===== config.mk =====
export PLATFORM = sky130hd
export DESIGN_NAME = fifo_ctrl_32_5
export DESIGN_NICKNAME = d
export VERILOG_FILES = /design/src/rtl/fifo_ctrl_32_5_pkg.sv /design/src/rtl/fifo_ctrl_32_5_skid.sv /design/src/rtl/fifo_ctrl_32_5.sv
export SDC_FILE = /design/constraint.sdc
export NUM_CORES = 1
export LEC_CHECK = 0
export ABC_CLOCK_PERIOD_IN_PS = 4570
export CORE_AREA = 2 2 145 147
export CTS_BUF_LIST = sky130_fd_sc_hd__clkbuf_2 sky130_fd_sc_hd__clkbuf_4 sky130_fd_sc_hd__clkbuf_8
export DETAILED_ROUTE_END_ITERATION = 12
export DIE_AREA = 0 0 147 149
export PLACE_DENSITY = 0.68
export SETUP_SLACK_MARGIN = 0.05
export SLEW_MARGIN = 5
export SYNTH_ARGS = -nofsm -noshare
export SYNTH_HDL_FRONTEND = slang
export SYNTH_SLANG_ARGS = --single-unit
export TNS_END_PERCENT = 30

===== constraint.sdc =====
create_clock -name clk -period 4.57 [get_ports clk]
set_clock_uncertainty 0.15 [all_clocks]
set_input_delay 0.457 -clock clk [delete_from_list [all_inputs] [get_ports clk]]
set_output_delay 0.457 -clock clk [all_outputs]
set_load 0.01 [all_outputs]

===== src/rtl/fifo_ctrl_32_5_pkg.sv =====
// Shared types for the FIFO controller: memory control bundle and pointer helpers.
package fifo_ctrl_32_5_pkg;

  localparam int PTR_W = 5;

  // Control bundle driven towards the external word memory.
  typedef struct packed {
    logic             wr_vld;
    logic [PTR_W-1:0] wr_address;
    logic [PTR_W-1:0] rd_address;
  } m_32_5;

  // Advance a memory pointer, wrapping after the last entry.
  function automatic logic [PTR_W-1:0] ptr_inc(input logic [PTR_W-1:0] p,
                                               input int unsigned        last);
    logic [PTR_W-1:0] r;
    if (p == PTR_W'(last)) begin
      r = '0;
    end else begin
      r = p + PTR_W'(1);
    end
    return r;
  endfunction

endpackage


===== src/rtl/fifo_ctrl_32_5_skid.sv =====
// Small output skid FIFO holding words returned by the memory until the consumer takes them.
module fifo_skid_4 #(
  parameter int WIDTH   = 32,
  parameter int ENTRIES = 4,
  localparam int CW     = $clog2(ENTRIES + 1),
  localparam int IW     = $clog2(ENTRIES)
) (
  input  logic             clk,
  input  logic             reset,
  input  logic             push_i,
  input  logic [WIDTH-1:0] push_data_i,
  input  logic             pop_i,
  output logic [CW-1:0]    count_o,
  output logic [WIDTH-1:0] head_o
);

  logic [WIDTH-1:0] mem_q [ENTRIES];
  logic [IW-1:0]    head_q, head_d;
  logic [IW-1:0]    tail_q, tail_d;
  logic [CW-1:0]    cnt_q, cnt_d;

  // Next-state for pointers and occupancy; push and pop in one cycle leave occupancy unchanged.
  always_comb begin
    head_d = head_q;
    tail_d = tail_q;
    cnt_d  = cnt_q;
    if (push_i) begin
      tail_d = (tail_q == IW'(ENTRIES - 1)) ? '0 : tail_q + IW'(1);
    end else begin
      tail_d = tail_q;
    end
    if (pop_i) begin
      head_d = (head_q == IW'(ENTRIES - 1)) ? '0 : head_q + IW'(1);
    end else begin
      head_d = head_q;
    end
    case ({push_i, pop_i})
      2'b10:   cnt_d = cnt_q + CW'(1);
      2'b01:   cnt_d = cnt_q - CW'(1);
      default: cnt_d = cnt_q;
    endcase
  end

  // Pointer and occupancy registers, cleared by the synchronous reset.
  always_ff @(posedge clk) begin
    if (reset) begin
      head_q <= '0;
      tail_q <= '0;
      cnt_q  <= '0;
    end else begin
      head_q <= head_d;
      tail_q <= tail_d;
      cnt_q  <= cnt_d;
    end
  end

  // Word storage; contents need no reset because occupancy gates their use.
  always_ff @(posedge clk) begin
    if (push_i) begin
      mem_q[tail_q] <= push_data_i;
    end
  end

  assign count_o = cnt_q;
  assign head_o  = mem_q[head_q];

endmodule


===== src/rtl/fifo_ctrl_32_5.sv =====
// FIFO controller over an external 2-cycle-latency word memory, with a skid buffer on the output.
module fifo_ctrl_32_5
  import fifo_ctrl_32_5_pkg::*;
#(
  parameter int WIDTH  = 32,
  parameter int DEPTH  = 32,
  parameter int SKID   = 4,
  localparam int CNT_W = $clog2(DEPTH + 1)
) (
  input  logic             clk,
  input  logic             reset,
  input  logic             in_vld,
  input  logic [WIDTH-1:0] in_data,
  output logic             in_rdy,
  output logic             out_vld,
  output logic [WIDTH-1:0] out_data,
  input  logic             out_rdy,
  output logic [CNT_W-1:0] count,
  output m_32_5            m,
  output logic [WIDTH-1:0] m_wr_data,
  input  logic [WIDTH-1:0] m_rd_data
);

  localparam int SKW   = $clog2(SKID + 1);
  localparam int OCC_W = SKW + 1;

  logic [PTR_W-1:0] wr_ptr_q, wr_ptr_d;
  logic [PTR_W-1:0] rd_ptr_q, rd_ptr_d;
  logic [CNT_W-1:0] mem_cnt_q, mem_cnt_d;
  logic [CNT_W-1:0] count_q, count_d;
  // bit 0: read issued last cycle, bit 1: read data present on m_rd_data this cycle
  logic [1:0]       inflight_q, inflight_d;

  logic             push_s;
  logic             issue_s;
  logic             pop_s;
  logic             capture_s;
  logic [OCC_W-1:0] occ_s;
  logic [SKW-1:0]   skid_cnt_s;
  logic [WIDTH-1:0] skid_head_s;

  // Handshakes, read issue and memory port drive; reset forces every strobe and address low.
  always_comb begin
    in_rdy    = 1'b0;
    push_s    = 1'b0;
    issue_s   = 1'b0;
    out_vld   = 1'b0;
    pop_s     = 1'b0;
    m         = '0;
    m_wr_data = '0;

    // Words already in the skid plus reads still in the pipe must never exceed the skid size.
    occ_s     = OCC_W'(skid_cnt_s) + OCC_W'(inflight_q[0]) + OCC_W'(inflight_q[1]);
    capture_s = inflight_q[1];

    if (reset) begin
      in_rdy  = 1'b0;
      issue_s = 1'b0;
      out_vld = 1'b0;
    end else begin
      in_rdy  = (count_q < CNT_W'(DEPTH));
      issue_s = (mem_cnt_q != '0) && (occ_s < OCC_W'(SKID));
      out_vld = (skid_cnt_s != '0);
    end

    push_s = in_vld && in_rdy;
    pop_s  = out_vld && out_rdy;

    m.wr_vld = push_s;
    if (reset) begin
      m.wr_address = '0;
      m.rd_address = '0;
    end else begin
      m.wr_address = wr_ptr_q;
      m.rd_address = rd_ptr_q;
    end

    if (push_s) begin
      m_wr_data = in_data;
    end else begin
      m_wr_data = '0;
    end
  end

  // Next-state for pointers, memory occupancy, read pipeline and total count.
  always_comb begin
    wr_ptr_d   = push_s  ? ptr_inc(wr_ptr_q, DEPTH - 1) : wr_ptr_q;
    rd_ptr_d   = issue_s ? ptr_inc(rd_ptr_q, DEPTH - 1) : rd_ptr_q;
    inflight_d = {inflight_q[0], issue_s};

    case ({push_s, issue_s})
      2'b10:   mem_cnt_d = mem_cnt_q + CNT_W'(1);
      2'b01:   mem_cnt_d = mem_cnt_q - CNT_W'(1);
      default: mem_cnt_d = mem_cnt_q;
    endcase

    // Total count only changes at the two boundaries; internal moves leave it alone.
    case ({push_s, pop_s})
      2'b10:   count_d = count_q + CNT_W'(1);
      2'b01:   count_d = count_q - CNT_W'(1);
      default: count_d = count_q;
    endcase
  end

  // Controller state; reset discards stored and in-flight words but leaves memory contents.
  always_ff @(posedge clk) begin
    if (reset) begin
      wr_ptr_q   <= '0;
      rd_ptr_q   <= '0;
      mem_cnt_q  <= '0;
      inflight_q <= '0;
      count_q    <= '0;
    end else begin
      wr_ptr_q   <= wr_ptr_d;
      rd_ptr_q   <= rd_ptr_d;
      mem_cnt_q  <= mem_cnt_d;
      inflight_q <= inflight_d;
      count_q    <= count_d;
    end
  end

  fifo_skid_4 #(
    .WIDTH   (WIDTH),
    .ENTRIES (SKID)
  ) u_skid (
    .clk         (clk),
    .reset       (reset),
    .push_i      (capture_s),
    .push_data_i (m_rd_data),
    .pop_i       (pop_s),
    .count_o     (skid_cnt_s),
    .head_o      (skid_head_s)
  );

  assign out_data = skid_head_s;
  assign count    = count_q;

endmodule


==> results of run 1 <==
==> cells by family (layout without fill, tap and decap cells) <==
logic type / count (synthesis) / in the layout
flip-flops: 161 / 161
AND/OR/NAND/NOR: 111 / 111
AO/OA/AOI/OAI: 44 / 44
multiplexers: 39 / 39
buffers and inverters: 39 / 206
adder cells (fa/ha/maj): 24 / 24
XOR/XNOR: 9 / 9
==> worst max-delay path by stage <==
stage	slack, ns	to	startpoint
6_report	1.07	count[5]	reset
5_1_grt	0.89	count[5]	reset
4_1_cts	1.13	count[5]	reset
3_5_place_dp	0.64	count[5]	reset
3_3_place_gp	0.84	count[5]	reset
2_1_floorplan	1.67	mem_cnt_q[5]	inflight_q[1]
==> cell type report <==
class                           instances  area, um^2  share of cell area, %
Multi-Input combinational cell        227        2100                   23.4
Timing Repair Buffer                  155        1540                   17.1
Clock inverter                         15         184                   2.05
Inverter                               19        71.3                  0.794
Tap cell                              275         344                   3.83
Sequential cell                       161        4510                   50.2
Clock buffer                           17         234                   2.61
==> synthesized netlist by cell type, drive strengths merged <==
| cell | n |
|---|---|
| edfxtp | 128 |
| and3 | 35 |
| dfxtp | 33 |
| mux4 | 32 |
| nor2 | 28 |
| ha | 21 |
| inv | 19 |
| a21oi | 18 |
| nor2b | 13 |
| buf | 12 |
| nand2 | 9 |
| clkbuf | 8 |
| o21ai | 8 |
| xor2 | 8 |
| a21o | 6 |
| nor3 | 5 |
| and2 | 4 |
| mux2 | 4 |
| nand3 | 4 |
| nand3b | 4 |
| o31ai | 4 |
| a211oi | 3 |
| fa | 3 |
| mux2i | 3 |
| nand2b | 3 |
| a31oi | 2 |
| nor4 | 2 |
| nor3b | 1 |
| nor4b | 1 |
| o22a | 1 |
| o22ai | 1 |
| o2bb2ai | 1 |
| or3 | 1 |
| or4 | 1 |
| xnor2 | 1 |
==> stage by stage <==
| step | cell area, um^2 | hold WS (ns) |
|---|---|---|
| after global routing | 8980 | 0.351 |
| after global placement | 8560 | 0.294 |
| after floorplan | 6760 | 0.274 |
| after detailed placement | 8560 | 0.310 |
| final | 8980 | 0.334 |
| after CTS | 8980 | 0.329 |
==> power groups by stage <==
stage / combinational [mW] / sequential [mW] / clock (mW)
2_1_floorplan: 0.497 / 1.75 / 0
4_1_cts: 0.836 / 1.76 / 1.11
3_5_place_dp: 0.829 / 1.80 / 0
3_3_place_gp: 0.804 / 1.79 / 0
6_report: 0.826 / 1.76 / 1.07
5_1_grt: 0.899 / 1.78 / 1.17
==> critical path: stages <==
cell and delay, ns:
sky130_fd_sc_hd__clkdlybuf4s50_1 0.73, sky130_fd_sc_hd__nor2_4 0.63, sky130_fd_sc_hd__nand2_4 0.18, sky130_fd_sc_hd__ha_1 0.34, sky130_fd_sc_hd__ha_1 0.39, sky130_fd_sc_hd__o21ai_0 0.11, sky130_fd_sc_hd__nor2_1 0.21, sky130_fd_sc_hd__mux2i_1 0.23
sky130_fd_sc_hd__o21ai_0 0.11, sky130_fd_sc_hd__mux2_2 0.28
==> state kept, by name, summed over array words and instances (netlist names), named ones only <==
signal	cells
u_skid.count_o	3
u_skid.tail_q	2
inflight_q	2
rd_ptr_q	5
mem_cnt_q	6
count	6
u_skid.head_q	2
u_skid.mem_q	128
wr_ptr_q	5
==> layer usage <==
| metal | global-route usage (%) | wire length [um] |
|---|---|---|
| met4 | 4.04 | 165 |
| met1 | 15.4 | 6010 |
| met2 | 23.8 | 7110 |
| met3 | 4.65 | 1070 |
| met5 | 0 | 0 |
==> results.py, run 1 <==
metrics = {
    "clock_tree": {
        "clock_tree.htree_level_count": 4,
        "maximum_buffer_depth_of_the_clock_tree": 2,
        "postCtsResizedCells": 0,
        "clk_root_buffer_cell": "sky130_fd_sc_hd__clkbuf_8",
        "cts.hold.buffers_added": 0,
        "num_cts_buffers": 17,
        "cts.sinks": 161,
        "tritoncts_clock_tree": "done",
        "clk_pin_slew_ns": 0.08,
        "clk-insertion-delay-late_ns": 0.44,
        "post-cts-setup-buffers": 0,
    },
    "timing": {
        "final_max_slew_viol_count": 0,
        "max_slew_margin_pct": 39.0,
        "rsz0062_at_grt": "no",
        "timing.final.setup_violations": 0,
        "layout_setup_ws_ns": 1.07,
        "timing_worst_slew_pin_value_ns": 0.915,
        "finalCriticalPeriod_ns": 3.50,
        "final_min_period_over_clock_period_pct": 76.6,
        "timing.final.hold_violations": 0,
        "totalNegativeSetupSlack_ns": 0,
        "clock.fmax_ghz": 0.286,
    },
    "pwr": {
        "p_sw_share_pct": 26.9,
        "leakagePower_nw": 3.17,
        "cellInternalPower_mw": 2.68,
        "irDropWorstVdd_uv": 156,
        "share_seq_of_total_power_pct": 48.1,
        "power_density_nw_per_um2": 408,
        "share_comb_of_total_power_pct": 22.6,
        "report.power.total_mw": 3.66,
        "net-switching-power_uw": 985,
        "clock_power_share_pct": 29.3,
    },
    "final_layout": {
        "drive_above_1_share_pct": 14.3,
        "area_delta_synth_final_pct": 32.8,
        "finalCoreUtilization_pct": 43.7,
        "antennaDiodeCount": 0,
        "fin_cells": 869,
        "filler_cell_count": 1821,
        "final_net_count": 673,
        "layout.cells.most_common": "sky130_fd_sc_hd__clkdlybuf4s50_1",
        "mostFrequentLayoutCells": "sky130_fd_sc_hd__clkdlybuf4s50_1, sky130_fd_sc_hd__edfxtp_1, sky130_fd_sc_hd__and3_1",
    },
    "worst_setup_path": {
        "rr_endpoint": "mem_cnt_q[5]",
        "worstSetupStartpointType": "input pin",
        "timing.rr.start": "inflight_q[1]",
        "cp_data_arrival_time_ns": 3.68,
        "critical_path.max_fanout": 35,
        "timing.reg2reg.worst_path_depth": 12,
        "timing.critical_path.to_type": "flip-flop",
        "ff2ff_setup_slack_ns": 1.37,
        "worstSetupPathType": "in -> reg",
        "worst-endpoint-required_ns": 4.75,
    },
    "global_routing": {
        "grt_pass1_vias": 4424,
        "grt_max_degree": 36,
        "total_grt_usage_pct": 13.4,
        "global_route_wire_length_before_repair_um": 22500,
        "globalRoute.totalOverflow": 0,
        "number_of_antenna_violations_at_the_first_check_in_global_routing": 0,
    },
    "hold_path": {
        "hold-path-cell-count": 1,
        "worst_hold_startpoint": "rd_ptr_q[3]",
        "hold_path_class": "reg -> reg",
        "min_delay_worst_endpoint": "rd_ptr_q[3]",
    },
    "placement": {
        "total_placed_cells_including_tap_cells": 837,
        "portBuffers": 150,
        "globalplace.congestion": 0.844,
        "placement.setup.worst_slack_ns": 0.636,
        "detailedPlacementHpwl_um": 9630,
    },
    "synth": {
        "synth.area.top_cells": "sky130_fd_sc_hd__edfxtp_1, sky130_fd_sc_hd__mux4_2, sky130_fd_sc_hd__dfxtp_1",
        "synth-adder-area-share_pct": 4.78,
        "area_fraction_in_compound_gates_after_synthesis_pct": 4.09,
        "syn_avg_cell_area_um2": 15.8,
        "synth_xor_area_share_pct": 1.17,
        "synth_cell_type_count": 43,
        "synth_cells": 427,
        "post-synth-top-area-cell": "sky130_fd_sc_hd__edfxtp_1",
        "area_of_the_mapped_netlist_um2": 6760,
        "seq_area_frac_synth_pct": 66.6,
        "synth.yosys.warnings": 0,
        "yosys.area_share.simple_pct": 9.20,
        "synth.ff_latch_count": 161,
        "yosys-mux-area-fraction_pct": 11.8,
        "combinational_family_with_the_most_area_after_synthesis": "multiplexers",
        "syn-num-nets": 519,
        "post-synth-top-area-fraction_pct": 56.9,
    },
    "drt": {
        "wire_per_inst_um": 16.5,
        "vias": 4199,
        "avgViaCountPerCell": 4.83,
        "post-route-drc-count": 0,
        "drt_first_pass_iters": 6,
        "drtIter0Drc": 247,
        "drt_wl_total_um": 14400,
        "antenna_violating_nets_post_route": 0,
    },
    "floorplan": {
        "area_of_the_core_um2": 20600,
        "placementRows": 53,
        "top_level_ports": 151,
        "die_h_um": 149,
        "x_dimension_of_the_die_um": 147,
        "dieArea_um2": 21900,
        "initial_standard_cell_utilization_of_the_core_pct": 32.9,
    },
    "job": {
        "max_cap_violations": 0,
    },
    "status": {
        "status": "completed",
    },
}
(Power assumes the default switching activity.)
==> inputs of run 2 (changes only) <==
--- a/config.mk
+++ b/config.mk
@@ -5,12 +5,12 @@
 export SDC_FILE = /design/constraint.sdc
 export NUM_CORES = 1
 export LEC_CHECK = 0
-export ABC_CLOCK_PERIOD_IN_PS = 4570
+export ABC_CLOCK_PERIOD_IN_PS = 2800
 export CORE_AREA = 2 2 145 147
 export CTS_BUF_LIST = sky130_fd_sc_hd__clkbuf_2 sky130_fd_sc_hd__clkbuf_4 sky130_fd_sc_hd__clkbuf_8
 export DETAILED_ROUTE_END_ITERATION = 12
 export DIE_AREA = 0 0 147 149
-export PLACE_DENSITY = 0.68
+export PLACE_DENSITY = 0.7
 export SETUP_SLACK_MARGIN = 0.05
 export SLEW_MARGIN = 5
 export SYNTH_ARGS = -nofsm -noshare
==> constraint.sdc (replaced) <==
create_clock -name clk -period 2.8 [get_ports clk]
set_clock_uncertainty 0.15 [all_clocks]
set_input_delay 0.28 -clock clk [delete_from_list [all_inputs] [get_ports clk]]
set_output_delay 0.28 -clock clk [all_outputs]
set_load 0.01 [all_outputs]
==> results.py, run 2 (same netlist as run 1, synthesis figures left out) <==
metrics = {
    "final_layout": {
        "largest_register_ffs": 128,
        "area_delta_synth_final_pct": 36.9,
        "fin_cells": 894,
        "layout.cells.most_common": "sky130_fd_sc_hd__clkdlybuf4s50_1",
        "finalCoreUtilization_pct": 45.0,
        "drive_above_1_share_pct": 19.4,
        "mostFrequentLayoutCells": "sky130_fd_sc_hd__clkdlybuf4s50_1, sky130_fd_sc_hd__edfxtp_1, sky130_fd_sc_hd__and3_1",
        "antennaDiodeCount": 0,
        "registers.top_by_ff_count": "u_skid.mem_q",
        "post-route-cell-area_um2": 9260,
        "final_net_count": 698,
        "filler_cell_count": 1815,
    },
    "placement": {
        "placement.setup.worst_slack_ns": -0.141,
        "total_placed_instance_area_um2": 8760,
        "detailedPlacementHpwl_um": 10100,
        "portBuffers": 150,
        "globalplace.congestion": 0.777,
        "total_placed_cells_including_tap_cells": 860,
    },
    "drt": {
        "post-route-drc-count": 0,
        "drt_first_pass_iters": 4,
        "avgViaCountPerCell": 4.79,
        "wire_per_inst_um": 16.6,
        "antenna_violating_nets_post_route": 0,
        "drt_wl_total_um": 14900,
        "vias": 4286,
        "drtIter0Drc": 270,
    },
    "pwr": {
        "report.power.total_mw": 6.20,
        "power_density_nw_per_um2": 670,
        "leakagePower_nw": 3.30,
        "irDropWorstVdd_uv": 292,
    },
    "timing": {
        "timing_worst_slew_pin_value_ns": 0.607,
        "rsz0062_at_grt": "yes",
        "layout_setup_ws_ns": 0.136,
        "timing.final.hold_violations": 0,
        "totalNegativeSetupSlack_ns": 0,
        "max_slew_margin_pct": 59.5,
        "timing.final.setup_violations": 0,
        "clock.fmax_ghz": 0.375,
        "final_min_period_over_clock_period_pct": 95.1,
        "finalCriticalPeriod_ns": 2.66,
        "final_max_slew_viol_count": 0,
        "final.hold.worst_slack_ns": 0.329,
    },
    "clock_tree": {
        "maximum_buffer_depth_of_the_clock_tree": 2,
        "tritoncts_clock_tree": "done",
        "clk_root_buffer_cell": "sky130_fd_sc_hd__clkbuf_8",
        "clk_pin_slew_ns": 0.10,
        "clk-insertion-delay-late_ns": 0.44,
        "clock_tree.htree_level_count": 4,
        "cts.hold.buffers_added": 0,
        "cts.sinks": 161,
        "num_cts_buffers": 17,
    },
    "worst_setup_path": {
        "critical_path.most_common_cell": "sky130_fd_sc_hd__ha_4",
        "critical_path.max_fanout": 6,
        "timing.reg2reg.worst_path_depth": 12,
        "worst-endpoint-required_ns": 3.00,
        "ff2ff_setup_slack_ns": 0.14,
        "worstSetupPathType": "reg -> reg",
        "worstPathCellList": "ha_4 -> a21o_1 -> a211oi_2 -> nand2_2 -> inv_2 -> ha_4 -> ha_4 -> a21o_1 -> a21oi_2 -> o22ai_1 -> a21oi_1 -> mux2_2",
        "timing.critical_path.slowest_stage_cell": "sky130_fd_sc_hd__dfxtp_4",
        "cp_data_arrival_time_ns": 2.86,
        "worstSetupStartpointType": "flip-flop",
        "timing.critical_path.to_type": "flip-flop",
        "critical_path_max_stage_delay_ns": 0.39,
    },
    "global_routing": {
        "number_of_antenna_violations_at_the_first_check_in_global_routing": 1,
        "global_route_wire_length_before_repair_um": 23000,
        "grt_pass1_vias": 4518,
        "grt_max_degree": 35,
        "total_grt_usage_pct": 13.7,
        "globalRoute.totalOverflow": 0,
    },
    "hold_path": {
        "hold_path_class": "in -> reg",
        "hold-path-cell-count": 1,
    },
    "floorplan": {
        "die_h_um": 149,
        "placementRows": 53,
        "dieArea_um2": 21900,
        "x_dimension_of_the_die_um": 147,
        "top_level_ports": 151,
        "area_of_the_core_um2": 20600,
        "initial_standard_cell_utilization_of_the_core_pct": 32.9,
    },
    "status": {
        "status": "completed",
    },
    "job": {
        "max_cap_violations": 0,
    },
}
run 2: cell count changes in the layout (fill, tap and decap cells not counted), sizes merged:
| cell | before | now |
|---|---|---|
| clkinv | 5 | 3 |
| clkinvlp | 4 | 1 |
| bufinv | 3 | 2 |
| inv | 22 | 28 |
| buf | 5 | 30 |
run 2: path summary, 6_finish.rpt:
kind | startpoint | endpoint
setup reg to reg | inflight_q[1] | mem_cnt_q[5]
hold reg to reg | inflight_q[0] | inflight_q[1]
hold / removal | m_rd_data[5] | u_skid.mem_q[3][5]
setup / recovery | inflight_q[1] | mem_cnt_q[5]
run 2: area by class of cell:
class | instances | area [um^2] | area share, %
clock buffer | 17 | 234 | 2.53
sequential | 161 | 4510 | 48.8
timing repair buffer | 180 | 1740 | 18.8
inverter | 19 | 71.3 | 0.770
clock inverter | 15 | 190 | 2.05
multi-input combinational | 227 | 2160 | 23.4
tap | 275 | 344 | 3.72
run 2: worst max-delay path: cells and delay by family (launching register included):
family | cells | cell delay [ns]
compound gates | 6 | 0.94
fa+ha+maj | 3 | 0.59
flops | 1 | 0.39
mux | 1 | 0.35
simple gates | 1 | 0.08
buf+inv | 1 | 0.07
run 2: repair_timing:
action | 4_1_cts | 5_1_grt
resized for setup | 2 | 7
pin swaps | 0 | 9
endpoints found under the setup margin | 8 | 5
setup buffers | 0 | 2
endpoints found under the hold margin | 0 | 0
run 2: power breakdown:
part           leakage, nW  internal, mW  switching, mW  total, mW
Combinational         1.67         0.873          0.688       1.56
Clock                0.211         0.839          0.940       1.78
Sequential            1.43          2.74          0.115       2.86
run 2: routing by layer:
metal  up-vias  track usage, %  part of all wire, %
met5         -               0                 0.11
met4         2            4.04                 0.63
met2       177            24.1                   51
li1       1986               -                    -
met3        11            4.50                  7.0
met1      2110            16.0                   42
==> inputs of run 3 (changes only) <==
--- a/config.mk
+++ b/config.mk
@@ -15,5 +15,6 @@
 export SLEW_MARGIN = 5
 export SYNTH_ARGS = -nofsm -noshare
 export SYNTH_HDL_FRONTEND = slang
+export SYNTH_HIERARCHICAL = 1
 export SYNTH_SLANG_ARGS = --single-unit
 export TNS_END_PERCENT = 30
==> results.py, run 3 <==
metrics = {
    "status": {
        "status": "completed",
    },
    "global_routing": {
        "globalRoute.totalOverflow": 0,
        "global_route_wire_length_before_repair_um": 23300,
        "grt_max_degree": 35,
        "total_grt_usage_pct": 13.7,
        "grt_pass1_vias": 4606,
        "number_of_antenna_violations_at_the_first_check_in_global_routing": 0,
    },
    "timing": {
        "final_max_slew_viol_count": 0,
        "rsz0062_at_grt": "yes",
        "timing.final.setup_violations": 0,
        "timing_worst_slew_pin_value_ns": 0.496,
        "finalCriticalPeriod_ns": 2.69,
        "final_min_period_over_clock_period_pct": 96.2,
        "max_slew_margin_pct": 66.9,
        "clock.fmax_ghz": 0.371,
        "timing.final.hold_violations": 0,
    },
    "synth": {
        "synth_enable_flop_cells": 128,
        "synth_top_flop_cell": "sky130_fd_sc_hd__edfxtp_1",
        "post-synth-top-area-fraction_pct": 56.4,
        "synth_cells": 421,
        "synth.yosys.warnings": 6,
        "synth_most_common_cell": "sky130_fd_sc_hd__edfxtp_1",
        "area_of_the_mapped_netlist_um2": 6810,
        "syn-num-nets": 513,
        "synth.ff_latch_count": 161,
        "syn_avg_cell_area_um2": 16.2,
        "synthArstFlopShare_pct": 0,
        "seq_area_frac_synth_pct": 66.1,
        "synth.area.top_cells": "sky130_fd_sc_hd__edfxtp_1, sky130_fd_sc_hd__mux4_2, sky130_fd_sc_hd__dfxtp_1",
        "post_synth_most_frequent_cells": "sky130_fd_sc_hd__edfxtp_1, sky130_fd_sc_hd__and3_1, sky130_fd_sc_hd__dfxtp_1",
        "synth_cell_type_count": 45,
        "post-synth-top-area-cell": "sky130_fd_sc_hd__edfxtp_1",
    },
    "floorplan": {
        "x_dimension_of_the_die_um": 147,
        "initial_standard_cell_utilization_of_the_core_pct": 33.1,
        "placementRows": 53,
        "area_of_the_core_um2": 20600,
        "top_level_ports": 151,
        "dieArea_um2": 21900,
        "die_h_um": 149,
    },
    "pwr": {
        "report.power.total_mw": 5.83,
        "net-switching-power_mw": 1.68,
        "cellInternalPower_mw": 4.16,
        "share_comb_of_total_power_pct": 23.2,
        "clock_power_share_pct": 28.3,
        "leakagePower_nw": 3.29,
        "irDropWorstVdd_uv": 265,
        "power_density_nw_per_um2": 632,
        "share_seq_of_total_power_pct": 48.5,
        "p_sw_share_pct": 28.7,
    },
    "drt": {
        "vias": 4247,
        "drt_first_pass_iters": 4,
        "drt_wl_total_um": 14300,
        "drtIter0Drc": 267,
        "wire_per_inst_um": 16.1,
        "antenna_violating_nets_post_route": 0,
        "post-route-drc-count": 0,
        "avgViaCountPerCell": 4.78,
    },
    "hold_path": {
        "hold_path_class": "in -> reg",
    },
    "worst_setup_path": {
        "timing.rr.start": "inflight_q[1]",
        "ff2ff_setup_slack_ns": 0.11,
        "timing.critical_path.to_type": "flip-flop",
        "worst_setup_path_endpoint": "mem_cnt_q[5]",
        "timing.reg2reg.worst_path_depth": 12,
        "worst-endpoint-required_ns": 3.00,
        "rr_endpoint": "mem_cnt_q[5]",
        "critical_path.max_fanout": 6,
        "worstSetupPathType": "reg -> reg",
        "worstSetupStartpointType": "flip-flop",
        "cp_data_arrival_time_ns": 2.89,
        "startpoint": "inflight_q[1]",
    },
    "final_layout": {
        "mostFrequentLayoutCells": "sky130_fd_sc_hd__clkdlybuf4s50_1, sky130_fd_sc_hd__edfxtp_1, sky130_fd_sc_hd__and3_1",
        "largest_register_ffs": 128,
        "area_delta_synth_final_pct": 35.6,
        "final_net_count": 693,
        "antennaDiodeCount": 0,
        "layout.cells.most_common": "sky130_fd_sc_hd__clkdlybuf4s50_1",
        "registers.top_by_ff_count": "u_skid/mem_q",
        "drive_above_1_share_pct": 19.2,
        "finalCoreUtilization_pct": 44.9,
    },
    "clock_tree": {
        "maximum_buffer_depth_of_the_clock_tree": 2,
        "cts.hold.buffers_added": 0,
        "clock_tree.htree_level_count": 4,
        "clk_root_buffer_cell": "sky130_fd_sc_hd__clkbuf_8",
        "num_cts_buffers": 17,
        "cts.sinks": 161,
        "clk_pin_slew_ns": 0.10,
        "clk-insertion-delay-late_ns": 0.45,
        "tritoncts_clock_tree": "done",
    },
    "placement": {
        "detailedPlacementHpwl_um": 9700,
        "portBuffers": 150,
        "globalplace.congestion": 0.758,
    },
    "job": {
        "max_cap_violations": 0,
    },
}
run 3: power by group through the flow:
stage | clock network, mW | registers [mW] | logic (mW)
after floorplan | 0 | 2.86 | 0.726
after global placement | 0 | 2.87 | 1.26
after detailed placement | 0 | 2.88 | 1.30
after CTS | 1.71 | 2.83 | 1.33
after global routing | 1.81 | 2.84 | 1.48
final | 1.65 | 2.83 | 1.35
run 3: logic make-up after synthesis:
kind of cell | share of synthesized area [%]
DFF | 66.1
and+or+nand+nor | 8.84
AOI/OAI and AO/OA | 3.86
muxes | 12.3
buffers and inverters | 3.01
adders and majority gates | 4.74
xor gates and xnor gates | 1.16
run 3: what timing repair did:
item	CTS	global route
setup endpoints to repair	1	4
gates resized for setup	3	5
pin swaps	1	4
setup buffers	1	1
run 3: area by class of cell:
| type | count | area [um^2] |
|---|---|---|
| Fill cell | 1804 | 11300 |
| Sequential cell | 161 | 4510 |
| Multi-Input combinational cell | 224 | 2160 |
| Timing Repair Buffer | 180 | 1750 |
| Tap cell | 275 | 344 |
| Clock buffer | 17 | 234 |
| Clock inverter | 15 | 164 |
| Inverter | 17 | 63.8 |
run 3: worst min path at each step:
stage	to	depth (start not counted)	from
floorplan	u_skid/count_o[2]	1	reset
global placement	inflight_q[1]	1	inflight_q[0]
detailed placement	inflight_q[1]	1	inflight_q[0]
CTS	u_skid/mem_q[2][25]	1	m_rd_data[25]
global route	u_skid/mem_q[0][22]	1	m_rd_data[22]
finish	u_skid/mem_q[0][22]	1	m_rd_data[22]
run 3: critical path: stages (launching register included):
cell                      delay, ns
sky130_fd_sc_hd__dfxtp_4       0.36
sky130_fd_sc_hd__ha_1          0.28
sky130_fd_sc_hd__a21o_1        0.18
sky130_fd_sc_hd__a32oi_2       0.20
sky130_fd_sc_hd__nand2_2       0.08
sky130_fd_sc_hd__inv_2         0.07
sky130_fd_sc_hd__ha_4          0.18
sky130_fd_sc_hd__ha_4          0.20
sky130_fd_sc_hd__a21o_1        0.18
sky130_fd_sc_hd__a21oi_2       0.15
sky130_fd_sc_hd__o22ai_1       0.08
sky130_fd_sc_hd__a21oi_1       0.14
sky130_fd_sc_hd__mux2_2        0.34
run 3: stage by stage:
stage	setup slack [ns]	instance area (um^2)	hold WS (ns)	TNS (ns)	std cells
6_report	0.108	9230	0.316	0	889
4_1_cts	0.0642	9190	0.286	0	888
2_1_floorplan	0.0957	6830	0.199	0	421
3_5_place_dp	-0.0965	8770	0.308	-0.161	855
5_1_grt	0.0280	9230	0.282	0	889
3_3_place_gp	-0.00897	8770	0.302	-0.00897	855
run 3: metal layers:
| metal | track usage (%) | vias up | wire (um) |
|---|---|---|---|
| met4 | 4.18 | 0 | 149 |
| met5 | 0 | - | 0 |
| li1 | - | 1973 | - |
| met1 | 15.7 | 2090 | 5760 |
| met2 | 24.7 | 171 | 7320 |
| met3 | 4.04 | 13 | 1080 |
